File: src/rtl/iotdf_pkg.sv
// Shared IoT data filter definitions: widths, CRC-8 polynomial, serializer FSM
// encodings and a CRC-8 byte-update helper.
package iotdf_pkg;

  localparam int unsigned IOTDF_RES_W     = 128;
  localparam int unsigned IOTDF_BYTE_W    = 8;
  localparam logic [7:0]  IOTDF_CRC8_POLY = 8'h07;

  typedef logic [1:0] ser_state_t;

  localparam ser_state_t StIdle = 2'd0;
  localparam ser_state_t StSend = 2'd1;
  localparam ser_state_t StCrc  = 2'd2;

  // MSB-first CRC-8 over one byte, no reflection, no final XOR.
  function automatic logic [7:0] crc8_update(input logic [7:0] crc, input logic [7:0] data);
    logic [7:0] c;
    c = crc ^ data;
    for (int i = 0; i < 8; i++) begin
      c = c[7] ? ({c[6:0], 1'b0} ^ IOTDF_CRC8_POLY) : {c[6:0], 1'b0};
    end
    return c;
  endfunction

endpackage

File: src/rtl/iotdf_res_fifo.sv
// DEPTH x 128-bit result FIFO; a push into a full FIFO succeeds when a pop
// happens in the same cycle, otherwise the word is dropped and flagged.
module iotdf_res_fifo
  import iotdf_pkg::*;
#(
  parameter int unsigned DEPTH = 4
) (
  input  logic                   clk,
  input  logic                   rst,
  input  logic                   push_req,
  input  logic [IOTDF_RES_W-1:0] push_data,
  input  logic                   pop,
  output logic [IOTDF_RES_W-1:0] head,
  output logic [$clog2(DEPTH):0] count,
  output logic                   empty,
  output logic                   dropped
);

  localparam int unsigned AW = $clog2(DEPTH);
  localparam int unsigned CW = AW + 1;

  logic [IOTDF_RES_W-1:0] mem_q [DEPTH];
  logic [AW-1:0]          wr_ptr_q, rd_ptr_q;
  logic [CW-1:0]          count_q, count_d;
  logic                   full, pop_ok, push_ok;

  assign full    = (count_q == CW'(DEPTH));
  assign empty   = (count_q == '0);
  assign pop_ok  = pop && !empty;
  assign push_ok = push_req && (!full || pop_ok);
  assign dropped = push_req && full && !pop_ok;
  assign head    = mem_q[rd_ptr_q];
  assign count   = count_q;

  always_comb begin
    count_d = count_q + CW'(push_ok) - CW'(pop_ok);
  end

  // Pointers wrap naturally since DEPTH is a power of two.
  always_ff @(posedge clk or posedge rst) begin
    if (rst) begin
      wr_ptr_q <= '0;
      rd_ptr_q <= '0;
      count_q  <= '0;
    end else begin
      if (push_ok) wr_ptr_q <= wr_ptr_q + AW'(1);
      if (pop_ok)  rd_ptr_q <= rd_ptr_q + AW'(1);
      count_q <= count_d;
    end
  end

  always_ff @(posedge clk) begin
    if (push_ok) mem_q[wr_ptr_q] <= push_data;
  end

endmodule

File: src/rtl/iotdf_result_serializer.sv
// Buffers 128-bit filter results and streams them MSB byte first over a
// valid/ready byte port. Define IOTDF_SER_CRC_EN to append a CRC-8 byte per frame.
module iotdf_result_serializer
  import iotdf_pkg::*;
#(
  parameter int unsigned DEPTH = 4
) (
  input  logic                    clk,
  input  logic                    rst,
  input  logic                    res_valid,
  input  logic [IOTDF_RES_W-1:0]  res_data,
  output logic                    ser_valid,
  output logic [IOTDF_BYTE_W-1:0] ser_data,
  input  logic                    ser_ready,
  output logic                    ser_last,
  output logic                    ovf,
  output logic [$clog2(DEPTH):0]  fifo_count
);

  localparam int unsigned CW = $clog2(DEPTH) + 1;

  logic [IOTDF_RES_W-1:0]  head;
  logic                    fifo_empty, fifo_dropped;
  logic                    pop, hs, more;
  logic [IOTDF_BYTE_W-1:0] head_byte;
  ser_state_t              state_q, state_d;
  logic [3:0]              idx_q, idx_d;
  logic                    ovf_q;
`ifdef IOTDF_SER_CRC_EN
  logic [7:0]              crc_q, crc_d;
`endif

  iotdf_res_fifo #(
    .DEPTH (DEPTH)
  ) u_fifo (
    .clk       (clk),
    .rst       (rst),
    .push_req  (res_valid),
    .push_data (res_data),
    .pop       (pop),
    .head      (head),
    .count     (fifo_count),
    .empty     (fifo_empty),
    .dropped   (fifo_dropped)
  );

  assign hs  = ser_valid && ser_ready;
  assign ovf = ovf_q;
  // Entries left after this pop: a concurrent push always lands when popping.
  assign more = (fifo_count > CW'(1)) || res_valid;

  // Byte idx starts at bit 127 - 8*idx = {~idx, 3'b111}.
  assign head_byte = head[{~idx_q, 3'b111} -: IOTDF_BYTE_W];

  always_comb begin
    state_d = state_q;
    idx_d   = idx_q;
    pop     = 1'b0;
`ifdef IOTDF_SER_CRC_EN
    crc_d   = crc_q;
`endif
    case (state_q)
      StIdle: begin
        if (!fifo_empty) state_d = StSend;
      end
      StSend: begin
        if (hs) begin
          idx_d = idx_q + 4'd1;
`ifdef IOTDF_SER_CRC_EN
          crc_d = crc8_update((idx_q == 4'd0) ? 8'h00 : crc_q, head_byte);
          if (idx_q == 4'hF) state_d = StCrc;
`else
          if (idx_q == 4'hF) begin
            pop     = 1'b1;
            state_d = more ? StSend : StIdle;
          end
`endif
        end
      end
`ifdef IOTDF_SER_CRC_EN
      StCrc: begin
        if (hs) begin
          pop     = 1'b1;
          crc_d   = 8'h00;
          state_d = more ? StSend : StIdle;
        end
      end
`endif
      default: state_d = StIdle;
    endcase
  end

  always_comb begin
    ser_valid = 1'b0;
    ser_data  = '0;
    ser_last  = 1'b0;
    case (state_q)
      StSend: begin
        ser_valid = 1'b1;
        ser_data  = head_byte;
`ifndef IOTDF_SER_CRC_EN
        ser_last  = (idx_q == 4'hF);
`endif
      end
`ifdef IOTDF_SER_CRC_EN
      StCrc: begin
        ser_valid = 1'b1;
        ser_data  = crc_q;
        ser_last  = 1'b1;
      end
`endif
      default: ;
    endcase
  end

  always_ff @(posedge clk or posedge rst) begin
    if (rst) begin
      state_q <= StIdle;
      idx_q   <= 4'd0;
      ovf_q   <= 1'b0;
`ifdef IOTDF_SER_CRC_EN
      crc_q   <= 8'h00;
`endif
    end else begin
      state_q <= state_d;
      idx_q   <= idx_d;
      ovf_q   <= ovf_q | fifo_dropped;
`ifdef IOTDF_SER_CRC_EN
      crc_q   <= crc_d;
`endif
    end
  end

endmodule

File: config.mk
export PLATFORM = sky130hd
export DESIGN_NAME = iotdf_result_serializer
export DESIGN_NICKNAME = d
export VERILOG_FILES = /design/src/rtl/iotdf_pkg.sv /design/src/rtl/iotdf_res_fifo.sv /design/src/rtl/iotdf_result_serializer.sv
export SDC_FILE = /design/constraint.sdc
export NUM_CORES = 1
export LEC_CHECK = 0
export ABC_AREA = 1
export CORE_MARGIN = 4
export CORE_UTILIZATION = 53
export DETAILED_ROUTE_END_ITERATION = 8
export PLACE_DENSITY = 0.76
export SLEW_MARGIN = 20
export SYNTH_ARGS = -nofsm -noshare
export SYNTH_HDL_FRONTEND = slang
export SYNTH_HIERARCHICAL = 1
export SYNTH_SLANG_ARGS = --single-unit
File: constraint.sdc
create_clock -name clk -period 7.6 [get_ports clk]
set_input_delay 1.52 -clock clk [delete_from_list [all_inputs] [get_ports clk]]
set_output_delay 1.52 -clock clk [all_outputs]
set_load 0.05 [all_outputs]
* Yosys cells after proc, flatten, opt, wreduce, memory -nomap -nowiden *
Memories as Yosys holds them, arrays and structs flattened.
Cells that the tools add are included.

word-level totals
  output and inout bits = 14
  memory bits (writable) = 512
  bits of input ports = 132
  memories = 1
  word-level logic and storage cells = 49
  flip-flop bits (word level) = 14

memories
  memory        depth  bits a word  rd ports  clocked after memory_dff  write ports  RTL line              text
  u_fifo.mem_q  4      128          1         0                         1            iotdf_res_fifo.sv:22  logic [IOTDF_RES_W-1:0] mem_q [DEPTH];

cells by class
  bitwise gates (word level) = 2
  order comparisons = 1
  add/subtract/negate cells = 5
  multiplexer cells = 13
  reduce and logical (&&, ||, !) cells = 14
  shift operators = 1
  equal/unequal tests = 6

operator list
  kind                                                                   count
  135-bit by 8-bit variable part select with 8-bit output                1
  1-bit two-way mux                                                      8
  8-bit two-way mux                                                      1
  2-bit two-way mux                                                      3
  2-bit != test, second input constant                                   3
  1-bit logical AND                                                      5
  2-bit by 1-bit adder with 2-bit output, second input constant          2
  4-bit by 1-bit adder with 4-bit output, second input constant          1
  4-bit equality test, second input constant                             1
  4-bit inverter                                                         1
  2-bit one-hot mux with 2 select lines                                  1
  3-bit by 1-bit adder with 3-bit output                                 1
  3-bit equality test, second input constant                             1
  3-bit by 1-bit > comparator with 1-bit output, second input constant   1
  1-bit logical NOT                                                      3
  3-bit logical NOT                                                      1
  3-bit AND reduction                                                    1
  3-bit by 1-bit subtractor with 3-bit output                            1
  2-bit by 1-bit equality test with 1-bit output, second input constant  1
  2-bit logical NOT                                                      1
  1-bit logical OR                                                       2
  2-bit AND reduction                                                    1
  1-bit bitwise OR                                                       1

* Depth between registers and ports, before layout *
Gate-level depths: netlist (run 1).

  word-level depth = 10
  mapped depth = 16
  mapped depth without buffers = 13

* Modules after synthesis *
The synthesis (run 1) kept the hierarchy.

by module, submodules not included
  module                   sequential area each (um^2)  cells each  area an instance (um^2)  times used
  iotdf_res_fifo           15549.9                      1553        20384.6                  1
  iotdf_result_serializer  150.1                        431         1933.1                   1

* Least setup slack after synthesis (run 1) *
No wires, ideal clock.

  kind = input to register
  start = input port ser_ready
  end = memory u_fifo.mem_q[0][0] (enable)
  required time = 6983 ps
  setup time = 617 ps
  path slack = -567 ps
  stages on the path = 6
  arrival = 7549 ps
  buffers on the path = 0
  cell sequence = nand2_1 nor2_1 nor2_1 nand2_1 nand2_1 nor2_1

between the ends
  longest elaborated chain between the ends = 8

ends and longest elaborated chain
  what                                     RTL line                       text
  start, declared                          iotdf_result_serializer.sv:14  input logic ser_ready,
  1-bit logical AND                        iotdf_result_serializer.sv:47  assign hs = ser_valid && ser_ready;
  1-bit two-way mux                        iotdf_result_serializer.sv:67  if (hs) begin
  1-bit two-way mux                        iotdf_result_serializer.sv:62  case (state_q)
  via pop                                  iotdf_result_serializer.sv:24  logic pop, hs, more;
  1-bit logical AND                        iotdf_res_fifo.sv:29           assign pop_ok = pop && !empty;
  1-bit logical OR                         iotdf_res_fifo.sv:30           assign push_ok = push_req && (!full || pop_ok);
  1-bit logical AND                        iotdf_res_fifo.sv:30
  1-bit two-way mux                        iotdf_res_fifo.sv:53           if (push_ok) mem_q[wr_ptr_q] <= push_data;
  1-bit two-way mux (not written as such)  iotdf_res_fifo.sv:53
  end, declared                            iotdf_res_fifo.sv:22

The timed path passes the listed nets, and every way through them passes these cells.

* Final worst setup path (run 1) *
  start = register u_fifo.rd_ptr_q[0]
  end = output port ser_data[3]

between the ends
  longest elaborated chain between the ends = 3

ends and longest elaborated chain
  what                                                     RTL line                       text
  start, declared                                          iotdf_res_fifo.sv:23           logic [AW-1:0] wr_ptr_q, rd_ptr_q;
  start signal, assigned                                   iotdf_res_fifo.sv:47           if (pop_ok) rd_ptr_q <= rd_ptr_q + AW'(1);
  memory read 4 x 128 bit                                  --
  via head[43]                                             iotdf_result_serializer.sv:22  logic [IOTDF_RES_W-1:0] head;
  135-bit by 8-bit variable part select with 8-bit output  iotdf_result_serializer.sv:53  assign head_byte = head[{~idx_q, 3'b111} -: IOTDF_BYTE_W];
  8-bit two-way mux                                        iotdf_result_serializer.sv:97  case (state_q)
  end, declared                                            iotdf_result_serializer.sv:13  output logic [IOTDF_BYTE_W-1:0] ser_data,

The timed path passes the listed nets, and every way through them passes these cells.

==> metrics.md, run 1 <==
| Metric | Value |
|---|---|
| Fillers | `3118` |
| TritonCTS clock tree | `done` |
| 1st-pass router iterations | `5` |
| Clk_lat worst skew | `0.58 ns` |
| FF-to-FF path depth | `9` |
| Fin Clk Skew | `0.0138 ns` |
| CTS root buf | `clkbuf_16` |
| Overall global routing resource usage | `21.8%` |
| Most used cell, CP | `nand2_1` |
| CTS resizes | `0` |
| I/O Buffers | `145` |
| Synth Area in Adders | `0.482%` |
| DRT Wirelength | `49800 µm` |
| # rows | `74` |
| Yosys cell types | `25` |
| CTS sink cnt | `525` |
| Crit-path slowest cell | `buf_4` |
| Sequential share of the synthesized area | `70.3%` |
| Die height | `213 µm` |
| Max-Cap Viols | `0` |
| H-tree depth | `2` |
| Initial DRC count | `1260` |
| Synth cell count leaders | `edfxtp_1, nand2_1, nor2_1, inv_1, o211ai_1` |
| Post-Place Cell Area | `0.0240 mm²` |
| Initial antenna violation count | `0` |
| RePlAce Congestion | `0.761` |
| Most frequent cell after synthesis | `edfxtp_1` |
| Origin of the critical flop-to-flop path | `idx_q[0]` |
| Setup bufs post-CTS | `0` |
| Crit share post-route | `85.3%` |
| Final Hold Violating Endpoints | `0` |
| Count of state elements after synthesis | `525` |
| Slew @ Worst Pin | `1.08 ns` |
| Hold Path Cell Cnt | `1` |
| Final slew viol count | `0` |
| Post-Syn Area | `0.0223 mm²` |
| Ant diodes | `0` |
| RSZ-0062 raised after global routing | `false` |
| Synth Instances | `1984` |
| Syn avg cell area | `11.2 µm²` |
| Max IR drop VDD | `731 µV` |
| First-pass GRT wire length | `76900 µm` |
| Residual DRC count | `0` |
| Ranking of synthesized cells by area | `edfxtp_1, nand2_1, nor2_1, o211ai_1, inv_1` |
| CTS Buf Count | `53` |
| Post-CTS Hold Fix Bufs | `0` |
| Worst hold slack | `0.465 ns` |
| Post-synthesis mux area share | `0%` |
| Core area | `0.0412 mm²` |
| Share of the synthesized area in the top cell type | `68.9%` |
| Final non-filler cell total | `2665` |
| Avg WL per Cell | `18.7 µm` |
| Complex-gate fraction of the synthesized area | `7.43%` |
| Vias in the first global route | `14138` |
| Dominant synthesized flop cell | `edfxtp_1` |
| Die X | `213 µm` |
| CP arrival | `4.96 ns` |
| Yosys warns | `6` |
| Post-DRT Antenna Nets | `0` |
| Final count of negative-setup-slack endpoints | `0` |
| Net Count, Synth | `2124` |
| Max Freq | `154 MHz` |
| HPWL after detailed placement | `27900 µm` |
| Tmin final | `6.48 ns` |
| Crit path cell chain | `clkinv_8 > buf_4 > nor2_1 > nor2_1 > o21ai_0 > nand2_1 > inv_2 > nand2_1 > nand3_1 > nand2_1 > nand2_1 > nand2_1 > inv_1 > a21oi_1 > clkdlybuf4s50_1` |
| Longest Clk Path Bufs | `3` |
| Crit-path max cell delay | `0.89 ns` |
| Placed Cells | `2569` |
| Via Count | `14426` |
| Worst hold endpoint | `ovf` |
| CP Capture Type | `output pin` |
| Post-synth EDFFs | `512` |
| Ys async rst share | `2.48%` |
| Largest net degree at the start of global routing | `137` |
| Setup tns final | `0 ns` |
| Clock transition at path regs | `0.05 ns` |
| Fin nets | `2233` |
| Io pins | `146` |
| Crit Path Category | `register to output pin` |
| FF-to-FF setup slack | `3.25 ns` |
| Status | `finished, final reports clean` |
| Share of cells above drive strength 1 | `5.72%` |
| R2R Path End | `u_fifo/mem_q[2][87]` |
| Post-synthesis xor/xnor area fraction | `0.157%` |
| Worst slack at placement | `1.88 ns` |
| Grt ovf | `0` |
| Critical path launch point type | `register` |
| Final worst setup slack | `1.12 ns` |
| PwrDens | `406 mW/mm²` |
| Multi-input logic area | `0.00504 mm²` |
| Crit-path max FO | `110` |
| Reg area | `0.0157 mm²` |
| Final Cell Area | `0.0256 mm²` |
| Simple-gate share of the synthesized area | `14.4%` |
| Final Util | `62.2%` |
| Worst Path Required | `6.08 ns` |
| Tot Pwr | `10.4 mW` |
| Slew HR | `28.2%` |
| HP Start | `ovf` |
| Vias per cell | `5.41` |
| Leakage power | `9.90 nW` |
| Synth area leader | `edfxtp_1` |
| Die area | `0.0455 mm²` |
| Worst hold-check path type | `register to register` |
| Syn-to-layout area delta | `14.9%` |
| Largest family of logic cells by synthesized area | `simple AND/OR/NAND/NOR gates` |
| Initial Util | `54.2%` |
-- how the worst max path moves through the flow --
stage | from | end | cells past startpoint
3_5_place_dp | u_fifo/rd_ptr_q[0] | ser_data[3] | 15
5_1_grt | u_fifo/rd_ptr_q[0] | ser_data[3] | 15
6_report | u_fifo/rd_ptr_q[0] | ser_data[3] | 15
3_3_place_gp | u_fifo/rd_ptr_q[0] | ser_data[3] | 15
2_1_floorplan | ser_ready | u_fifo/mem_q[0][0] | 6
4_1_cts | u_fifo/rd_ptr_q[0] | ser_data[3] | 15
-- flip-flops by register name (all words and copies together), names as in the netlist --
| register | count |
|---|---|
| u_fifo/rd_ptr_q | 2 |
| state_q | 1 |
| u_fifo/count | 3 |
| ovf | 1 |
| u_fifo/mem_q | 512 |
| idx_q | 4 |
| u_fifo/wr_ptr_q | 2 |
-- cells in the final DEF (no fill, tap or decap), drive strengths merged, types with 13 or more instances in the layout --
cell,count
nand3,68
o211ai,128
edfxtp,512
clkinv,17
dfrtp,13
nand2,495
nor2,267
buf,16
clkbuf,74
clkdlybuf4s50,145
o21ai,130
inv,241
-- power breakdown --
group / internal, mW / total (mW) / switching [mW] / leakage [nW]
Clock: 1.43 / 2.46 / 1.03 / 0.788
Combinational: 1.13 / 3.88 / 2.75 / 4.27
Sequential: 3.82 / 4.07 / 0.251 / 4.84
-- critical path, delay by kind of cell, from the launching register on --
family | cells | cell delay, ns
flops | 1 | 0.74
simple gates | 8 | 0.74
buf+inv | 5 | 2.31
compound gates | 2 | 0.44
-- kinds of logic after synthesis --
kind of cell / Yosys count
AO/OA/AOI/OAI: 267
adder cells (fa/ha/maj): 8
AND/OR/NAND/NOR: 832
XOR/XNOR: 4
buffers and inverters: 348
flip-flops: 525
-- layout make-up --
type | count | share of cell area [%]
Multi-Input combinational cell | 1111 | 19.7
Sequential cell | 525 | 61.3
Inverter | 241 | 3.58
Timing Repair Buffer | 161 | 6.47
Clock buffer | 74 | 5.69
Clock inverter | 21 | 0.683
Tap cell | 532 | 2.60
-- per-layer routing --
layer / part of all wire (%) / GRT usage, % / vias to the layer above
met2: 49 / 36.2 / 468
met3: 6.3 / 3.25 / 98
met4: 2.9 / 7.68 / 0
li1: - / - / 6905
met1: 42 / 29.9 / 6955
met5: 0 / 0 / -
Power figures use the tool's default switching activity.
==> run 2, diff against run 1 <==
- GPL_TIMING_DRIVEN: default -> 0
- SETUP_SLACK_MARGIN: default -> 0.05
==> metrics.md, run 2 (synthesis results as in run 1) <==
| Metric | Value |
|---|---|
| Io pins | `146` |
| Crit path cell chain | `buf_2 > clkbuf_1 > buf_2 > o211ai_1 > nand2_1 > inv_1 > nand2_1 > nand3_1 > nand2_1 > nand2_1 > nand2_1 > inv_1 > a21oi_1 > clkdlybuf4s50_1` |
| Multi-input logic area | `0.00504 mm²` |
| Worst hold-check path type | `register to register` |
| Residual DRC count | `0` |
| Max Freq | `170 MHz` |
| Initial Util | `54.2%` |
| Via Count | `15211` |
| CTS root buf | `clkbuf_16` |
| CP arrival | `4.37 ns` |
| Reg area | `0.0157 mm²` |
| CTS Buf Count | `53` |
| Max IR drop VDD | `712 µV` |
| Most frequent cells in the layout | `edfxtp_1, nand2_1, nor2_1, inv_1, clkdlybuf4s50_1` |
| CP startpoint | `u_fifo/rd_ptr_q[1]` |
| RePlAce Congestion | `0.844` |
| Final slew viol count | `0` |
| Vias per cell | `5.46` |
| RSZ-0062 raised after global routing | `false` |
| Grt ovf | `0` |
| Buffers & Inverters on Critical Path | `6` |
| Die X | `213 µm` |
| Syn-to-layout area delta | `19.8%` |
| Avg WL per Cell | `19.9 µm` |
| CTS sink cnt | `525` |
| Slew HR | `36.5%` |
| HPWL after detailed placement | `37300 µm` |
| Crit-path slowest cell | `clkdlybuf4s50_1` |
| Largest net degree at the start of global routing | `24` |
| Share of cells above drive strength 1 | `9.59%` |
| Final Hold Violating Endpoints | `0` |
| Fin nets | `2350` |
| Setup tns final | `0 ns` |
| Fin Clk Skew | `0.0222 ns` |
| Die area | `0.0455 mm²` |
| FF-to-FF setup slack | `4.08 ns` |
| First-pass GRT wire length | `83600 µm` |
| # rows | `74` |
| Longest Clk Path Bufs | `3` |
| Tot Pwr | `11.1 mW` |
| Post-DRT Antenna Nets | `0` |
| Status | `finished, final reports clean` |
| Worst hold slack | `0.461 ns` |
| Cell count along the critical path | `14` |
| Crit Path Category | `register to output pin` |
| Leakage power | `10.5 nW` |
| Max FFs per register | `512` |
| Max-Cap Viols | `0` |
| CP Capture Type | `output pin` |
| I/O Buffers | `145` |
| Most flops, register | `u_fifo/mem_q` |
| DRT Wirelength | `55600 µm` |
| Crit-path max FO | `10` |
| Clk_lat worst skew | `0.60 ns` |
| Worst Path Required | `6.08 ns` |
| Initial DRC count | `1531` |
| Die height | `213 µm` |
| TritonCTS clock tree | `done` |
| Fillers | `3007` |
| Initial antenna violation count | `4` |
| Final count of negative-setup-slack endpoints | `0` |
| Final Util | `64.9%` |
| Overall global routing resource usage | `24.1%` |
| Origin of the critical flop-to-flop path | `idx_q[0]` |
| H-tree depth | `2` |
| Hold Path Cell Cnt | `1` |
| Critical path launch point type | `register` |
| Core area | `0.0412 mm²` |
| Crit-path max cell delay | `0.88 ns` |
| Clock transition at path regs | `0.06 ns` |
| 1st-pass router iterations | `5` |
| Commonest non-fill, non-tap cell in the layout | `edfxtp_1` |
| Tmin final | `5.89 ns` |
| Most used cell, CP | `nand2_1` |
| Family with the most delay on the worst path | `buffers and inverters` |
| Vias in the first global route | `15164` |
| CTS resizes | `0` |
| PwrDens | `417 mW/mm²` |
| FF-to-FF path depth | `11` |
| Post-CTS Hold Fix Bufs | `0` |
| Slew @ Worst Pin | `0.952 ns` |
| Crit share post-route | `77.4%` |
| HP Start | `ovf` |
| Setup bufs post-CTS | `0` |
[run 2: cell types whose count changed in the layout (fill, tap and decap cells not counted), moves of 3 or more]
cell	delta
buf_16	+15
buf_12	+4
buf_6	+27
clkinv_1	+3
buf_1	+9
clkinv_2	+6
dfrtp_1	+3
buf_2	+48
clkbuf_1	+11
dfrtp_4	-3
[run 2: final cells by class]
type	count	share of cell area, %
Antenna cell	1	0.00936
Buffer	107	2.60
Clock buffer	69	5.34
Clock inverter	29	0.777
Inverter	241	3.40
Multi-Input combinational cell	1111	18.9
Sequential cell	525	58.7
Tap cell	532	2.49
Timing Repair Buffer	171	7.80
[run 2: worst paths after layout]
path / to
setup / recovery: ser_data[1]
hold / removal: ovf
setup reg to reg: u_fifo/mem_q[0][73]
hold reg to reg: ovf
max in group asynchronous: u_fifo/count[1]
min in group asynchronous: idx_q[2]
[run 2: per-layer routing]
metal / wire length (µm) / up-vias / global-route usage (%)
li1: - / 7126 / -
met4: 1620 / 6 / 8.43
met5: 34 / - / 0
met2: 27200 / 620 / 40.4
met1: 22300 / 7345 / 31.9
met3: 4370 / 114 / 4.79
[run 2: where the power goes]
group	switching [mW]	internal, mW	total (mW)
sequential	0.145	3.80	3.95
combinational	3.22	1.50	4.72
clock	1.05	1.42	2.47
total	4.41	6.73	11.1
[run 2: per-stage QoR]
stage,setup WS (ns),area (µm²),instances
floorplan,-0.567,22300,1984
global placement,-5.62,24400,2661
detailed placement,2.45,25100,2687
CTS,1.80,26700,2785
global route,1.67,26700,2786
finish,1.71,26700,2786
==> patch 1 (config.mk and constraints of run 1) <==
Set the package constant `IOTDF_RES_W` to 64 (it was 128).
--- a/src/rtl/iotdf_pkg.sv
+++ b/src/rtl/iotdf_pkg.sv
@@ -3,5 +3,5 @@
 package iotdf_pkg;
 
-  localparam int unsigned IOTDF_RES_W     = 128;
+  localparam int unsigned IOTDF_RES_W     = 64;
   localparam int unsigned IOTDF_BYTE_W    = 8;
   localparam logic [7:0]  IOTDF_CRC8_POLY = 8'h07;
Ports: changed (resized res_data); port bits go from 146 to 82. No check against the original RTL was run, so the function may have changed too.
==> patch 1 against run 1 <==
- wire length is 50% lower
- critical path depth down 5
- design area is 48% lower
- synthesized area is 48% lower
- fmax grew 19%
- sequential cell count down 256
- die area down 46%
- clock power shrank 48%
- power is 49% lower
- setup slack better by 1.0 ns
- final cell count shrank 47%
- sequential share of layout area shrank 1.4 points
- critical path type unchanged
- critical endpoint is now ser_data[6]
- highest routed layer unchanged
==> patch 1: results (changes against run 1) <==
Placed design
  – Count of input and output buffers: 81 (-44%)
  – Placed cells: 1360 (-47%)
  – Hpwl dp: 14280 um (-49%)
  – Post-DP Area: 0.01253 mm2 (-48%)
  – Routability cong.: 0.7911 (+4.0%)
  – Worst slack at placement: 2.760 ns (+0.8823 ns)

Final layout
  – Antenna cells: 0 (unchanged)
  – Area of the multi-input gates: 0.002706 mm2 (-46%)
  – Share of cells above drive strength 1: 5.914% (+0.19 points)
  – Largest register FFs: 256 (-50%)
  – Nets: 1190 (-47%)
  – Fillers: 1624 (-48%)

Outcome
  – Status: finished clean

Yosys
  – Post-synth cell types: 23 (-8.0%)
  – Post-synthesis compound-gate area fraction: 7.042% (-0.39 points)
  – Commonest cells in the netlist: edfxtp_1 (256), nand2_1 (228), inv_1 (147), nor2_1 (146), o211ai_1 (64)
  – Register area share after synthesis: 68.96% (-1.4 points)
  – Number of synthesized flops with an enable pin: 256 (-50%)
  – Syn_nets: 1126 (-47%)
  – Synth Area in Adders: 0.9260% (+0.44 points)
  – Async S/R FF share, synth: 4.833% (+2.4 points)
  – Syn avg cell area: 11.07 um2 (-1.6%)

Worst setup path
  – Capturing point of the worst reg2reg path: u_fifo/mem_q[3][42]$_DFFE_PP_
  – WP data arrival: 3.95 ns (-1.01 ns)
  – Crit-path max FO: 69 (-37%)
  – R2R cell count: 8 (-1)
  – Setup crit end: ser_data[6]
  – R2R Setup Slk: 3.61 ns (+0.36 ns)
  – Critical path launch point: u_fifo/rd_ptr_q[1]$_DFFE_PP0N_
  – CP max stage delay: 0.95 ns (+0.06 ns)
  – Launch point of the worst reg-to-reg path: idx_q[1]$_DFFE_PP0P_
  – Slowest cell on crit path: dfrtp_4

Timing
  – Slew headroom: 33.22% (+5.0 points)
  – Post-Route Skew: 0.01277 ns (-0.001073 ns)
  – Hold slack: 0.4732 ns (+0.008520 ns)

Pwr
  – Pleak: 5.319 nW (-46%)
  – Pint: 3.272 mW (-49%)
  – Clock power share: 23.9% (+0.3 points)
  – Power, Total: 5.303 mW (-49%)
  – Peak VDD IR: 0.2993 mV (-59%)
  – Part of the power in registers: 40.1% (+1.0 points)

Routing
  – Avg WL per Cell: 17.58 um (-5.9%)
  – Pre-Repair DR Iteration Count: 7 (+2)
  – Via density: 5.352 (-1.1%)
  – Via count: 7535 (-48%)
  – DR iter-0 viols: 733 (-42%)

Clock network
  – CTS Buf Count: 27 (-49%)
  – H-Tree Depth: 1 (-1)
  – Later-pin clock latency in the skew report: 0.53 ns (-0.05 ns)

Global route
  – Number of global-route vias before repair: 7558 (-47%)
  – Largest net degree at the start of global routing: 98 (-28%)
  – GR Util All Layers: 20.48% (-1.3 points)
  – First-pass GRT wire length: 39290 um (-49%)
## patch 1: cell types whose count changed after synthesis, moves of 24 or more
cell	before	now
o211ai_1	128	64
inv_2	31	0
buf_2	48	24
nor2_1	267	146
o21ai_1	59	23
nand2_1	495	228
o21ai_0	71	43
inv_1	208	147
edfxtp_1	512	256
## patch 1: layer usage
metal / vias to the layer above / global-route usage, % / share of wire (%)
li1: 3623 / - / -
met1: 3611 / 27.70 / 42
met2: 263 / 34.80 / 49
met3: 38 / 2.746 / 6.7
met4: 0 / 6.336 / 2.2
met5: - / 0 / 0
## patch 1: final cells by class
class,instances,area share [%]
repair buffers,90,6.659
multi-input cells,576,20.23
flip-flops and latches,269,59.93
clock buffers,31,5.162
well taps,275,2.572
clock inverters,17,1.169
inverters,150,4.283
## patch 1: cells by family after synthesis
family / Yosys count
adders and majority gates: 8
DFF: 269
buffers and inverters: 205
xor gates and xnor gates: 4
AOI/OAI and AO/OA: 131
and+or+nand+nor: 433
==> patch 2 (flow settings as in run 1) <==
Made on the original files. Put a register stage on the output `fifo_count`, with the module's reset. The value now appears one clock later. The other outputs are not delayed to match.
--- a/src/rtl/iotdf_result_serializer.sv
+++ b/src/rtl/iotdf_result_serializer.sv
@@ -20,4 +20,6 @@
   localparam int unsigned CW = $clog2(DEPTH) + 1;
 
+  logic [$clog2(DEPTH):0] fifo_count_d;
+
   logic [IOTDF_RES_W-1:0]  head;
   logic                    fifo_empty, fifo_dropped;
@@ -40,5 +42,5 @@
     .pop       (pop),
     .head      (head),
-    .count     (fifo_count),
+    .count     (fifo_count_d),
     .empty     (fifo_empty),
     .dropped   (fifo_dropped)
@@ -48,5 +50,5 @@
   assign ovf = ovf_q;
   // Entries left after this pop: a concurrent push always lands when popping.
-  assign more = (fifo_count > CW'(1)) || res_valid;
+  assign more = (fifo_count_d > CW'(1)) || res_valid;
 
   // Byte idx starts at bit 127 - 8*idx = {~idx, 3'b111}.
@@ -132,4 +134,12 @@
   end
 
+  always_ff @(posedge clk or posedge rst) begin
+    if (rst) begin
+      fifo_count <= '0;
+    end else begin
+      fifo_count <= fifo_count_d;
+    end
+  end
+
 endmodule
 
Behaviour: not the same (a bounded check fails within 4 cycles, from zero or initial values and one cycle with rst high).
==> patch 2 against run 1 <==
- global-route usage shrank 0.13 points
- die area increased by 0.23%
- sequential cell count rose by 3
- register-to-register slack better by 0.18 ns
- setup slack gained 0.058 ns
- design area is 0.56% higher
- sequential share of layout area about the same
- clock power rose by 4%
- first-iteration DRC count grew 10%
- fmax up 0.90%
- non-clock buffer count unchanged
- wire length down 0.28%
- power fell by 1.6%
- synthesized area is 0.25% higher
- largest cell class unchanged
- largest power group unchanged
==> patch 2: results (changes against run 1) <==
Placed design
  – Routability cong.: 0.8122 (+6.7%)
  – Worst slack at placement: 1.766 ns (-0.1109 ns)
  – Hpwl dp: 28610 um (+2.6%)

Final layout
  – Sequential cell area: 0.01579 mm2 (+0.49%)
  – Clock network area share: 6.674% (+0.30 points)
  – Share of cells above drive strength 1: 4.958% (-0.76 points)
  – Signal buffers share of area: 6.340% (-0.13 points)
  – Number of non-clock inverters: 240 (-0.41%)
  – # clk buffers: 69 (-6.8%)
  – Count of multi-input gates: 1110 (-0.090%)
  – Seq cells: 528 (+0.57%)
  – Nets: 2235 (+0.090%)
  – Fillers: 3216 (+3.1%)
  – Area of the multi-input gates: 0.005044 mm2 (about the same)

Yosys
  – Register area share after synthesis: 70.51% (+0.16 points)
  – Post-synth cell types: 27 (+8.0%)
  – Top post-synthesis cells by area: edfxtp_1 (69%), nand2_1 (8.3%), nor2_1 (4.4%)
  – Commonest cells in the netlist: edfxtp_1 (512), nand2_1 (495), nor2_1 (265), inv_1 (233), o211ai_1 (128)
  – Async S/R FF share, synth: 3.030% (+0.55 points)

Outcome
  – Status: finished clean

Routing
  – WL final: 49650 um (-0.28%)
  – DR iter-0 viols: 1392 (+10%)
  – Via count: 14360 (-0.45%)
  – DR top layer: met5
  – Met1 wire length: 19960 um (-3.5%)
  – Met2 wire len: 24860 um (+1.4%)
  – Met3 routed wirelength: 3772 um (+20%)

Clock network
  – CTS Buf Count: 54 (+1.9%)

Timing
  – Slew headroom: 27.13% (-1.1 points)

Global route
  – GR Util All Layers: 21.69% (-0.13 points)
  – Initial antenna violation count: 3 (+3)
  – Routing usage on met1: 28.11% (-1.8 points)
  – Largest net degree at the start of global routing: 217 (+58%)
  – Met2 Use GR: 37.39% (+1.2 points)
  – Met3 Use GR: 4.901% (+1.7 points)
  – First-pass GRT wire length: 76860 um (about the same)

Worst setup path
  – WP data arrival: 4.91 ns (-0.05 ns)
  – Slowest cell on crit path: dfrtp_4
  – Crit-path max FO: 216 (+96%)
patch 2: final timing paths:
path	to	slack [ns]	startpoint	cells after the start
min in group asynchronous	u_fifo/rd_ptr_q[0]$_DFFE_PP0N_	1.20	rst	2
min reg2reg	fifo_count[0]$_DFF_PP0_	0.42	u_fifo/count[0]$_DFF_PP0_	0
max reg2reg	u_fifo/mem_q[3][98]$_DFFE_PP_	3.43	idx_q[0]$_DFFE_PP0P_	8
min	fifo_count[0]$_DFF_PP0_	0.42	u_fifo/count[0]$_DFF_PP0_	0
max	ser_data[7]	1.17	u_fifo/rd_ptr_q[0]$_DFFE_PP0N_	14
max in group asynchronous	idx_q[0]$_DFFE_PP0P_	6.00	rst	2
patch 2: logic make-up (layout without fill, tap and decap cells):
logic type	Yosys count	in the layout	synth area share, %
buf+inv	347	500	7.080
compound gates	266	266	7.393
other cells	0	1	0
fa+ha+maj	8	8	0.4809
flops	528	528	70.51
simple gates	832	832	14.38
xor+xnor	4	4	0.1566
patch 2: power by group:
| group | switching (mW) | internal (mW) | total, mW |
|---|---|---|---|
| clock network | 1.06 | 1.50 | 2.57 |
| logic | 2.45 | 1.04 | 3.49 |
| registers | 0.348 | 3.84 | 4.19 |
| total | 3.86 | 6.38 | 10.2 |
patch 2: worst register-to-register path: stages, from the launching register on:
cell and delay [ns]:
dfrtp_4 1.07, ha_1 0.32, nand2_1 0.11, nor2_1 0.28, nor2_1 0.09, nand2_1 0.13, nand2_1 0.30, nor2_4 0.77
buf_4 0.69
patch 2: through the flow:
stage,cell area (um2),instances,hold WS (ns)
after detailed placement,24050,2578,0.4159
final,25780,2678,0.4198
after floorplan,22370,1985,0.3808
after global placement,24050,2578,0.3975
after global routing,25780,2678,0.4322
after CTS,25770,2677,0.4205
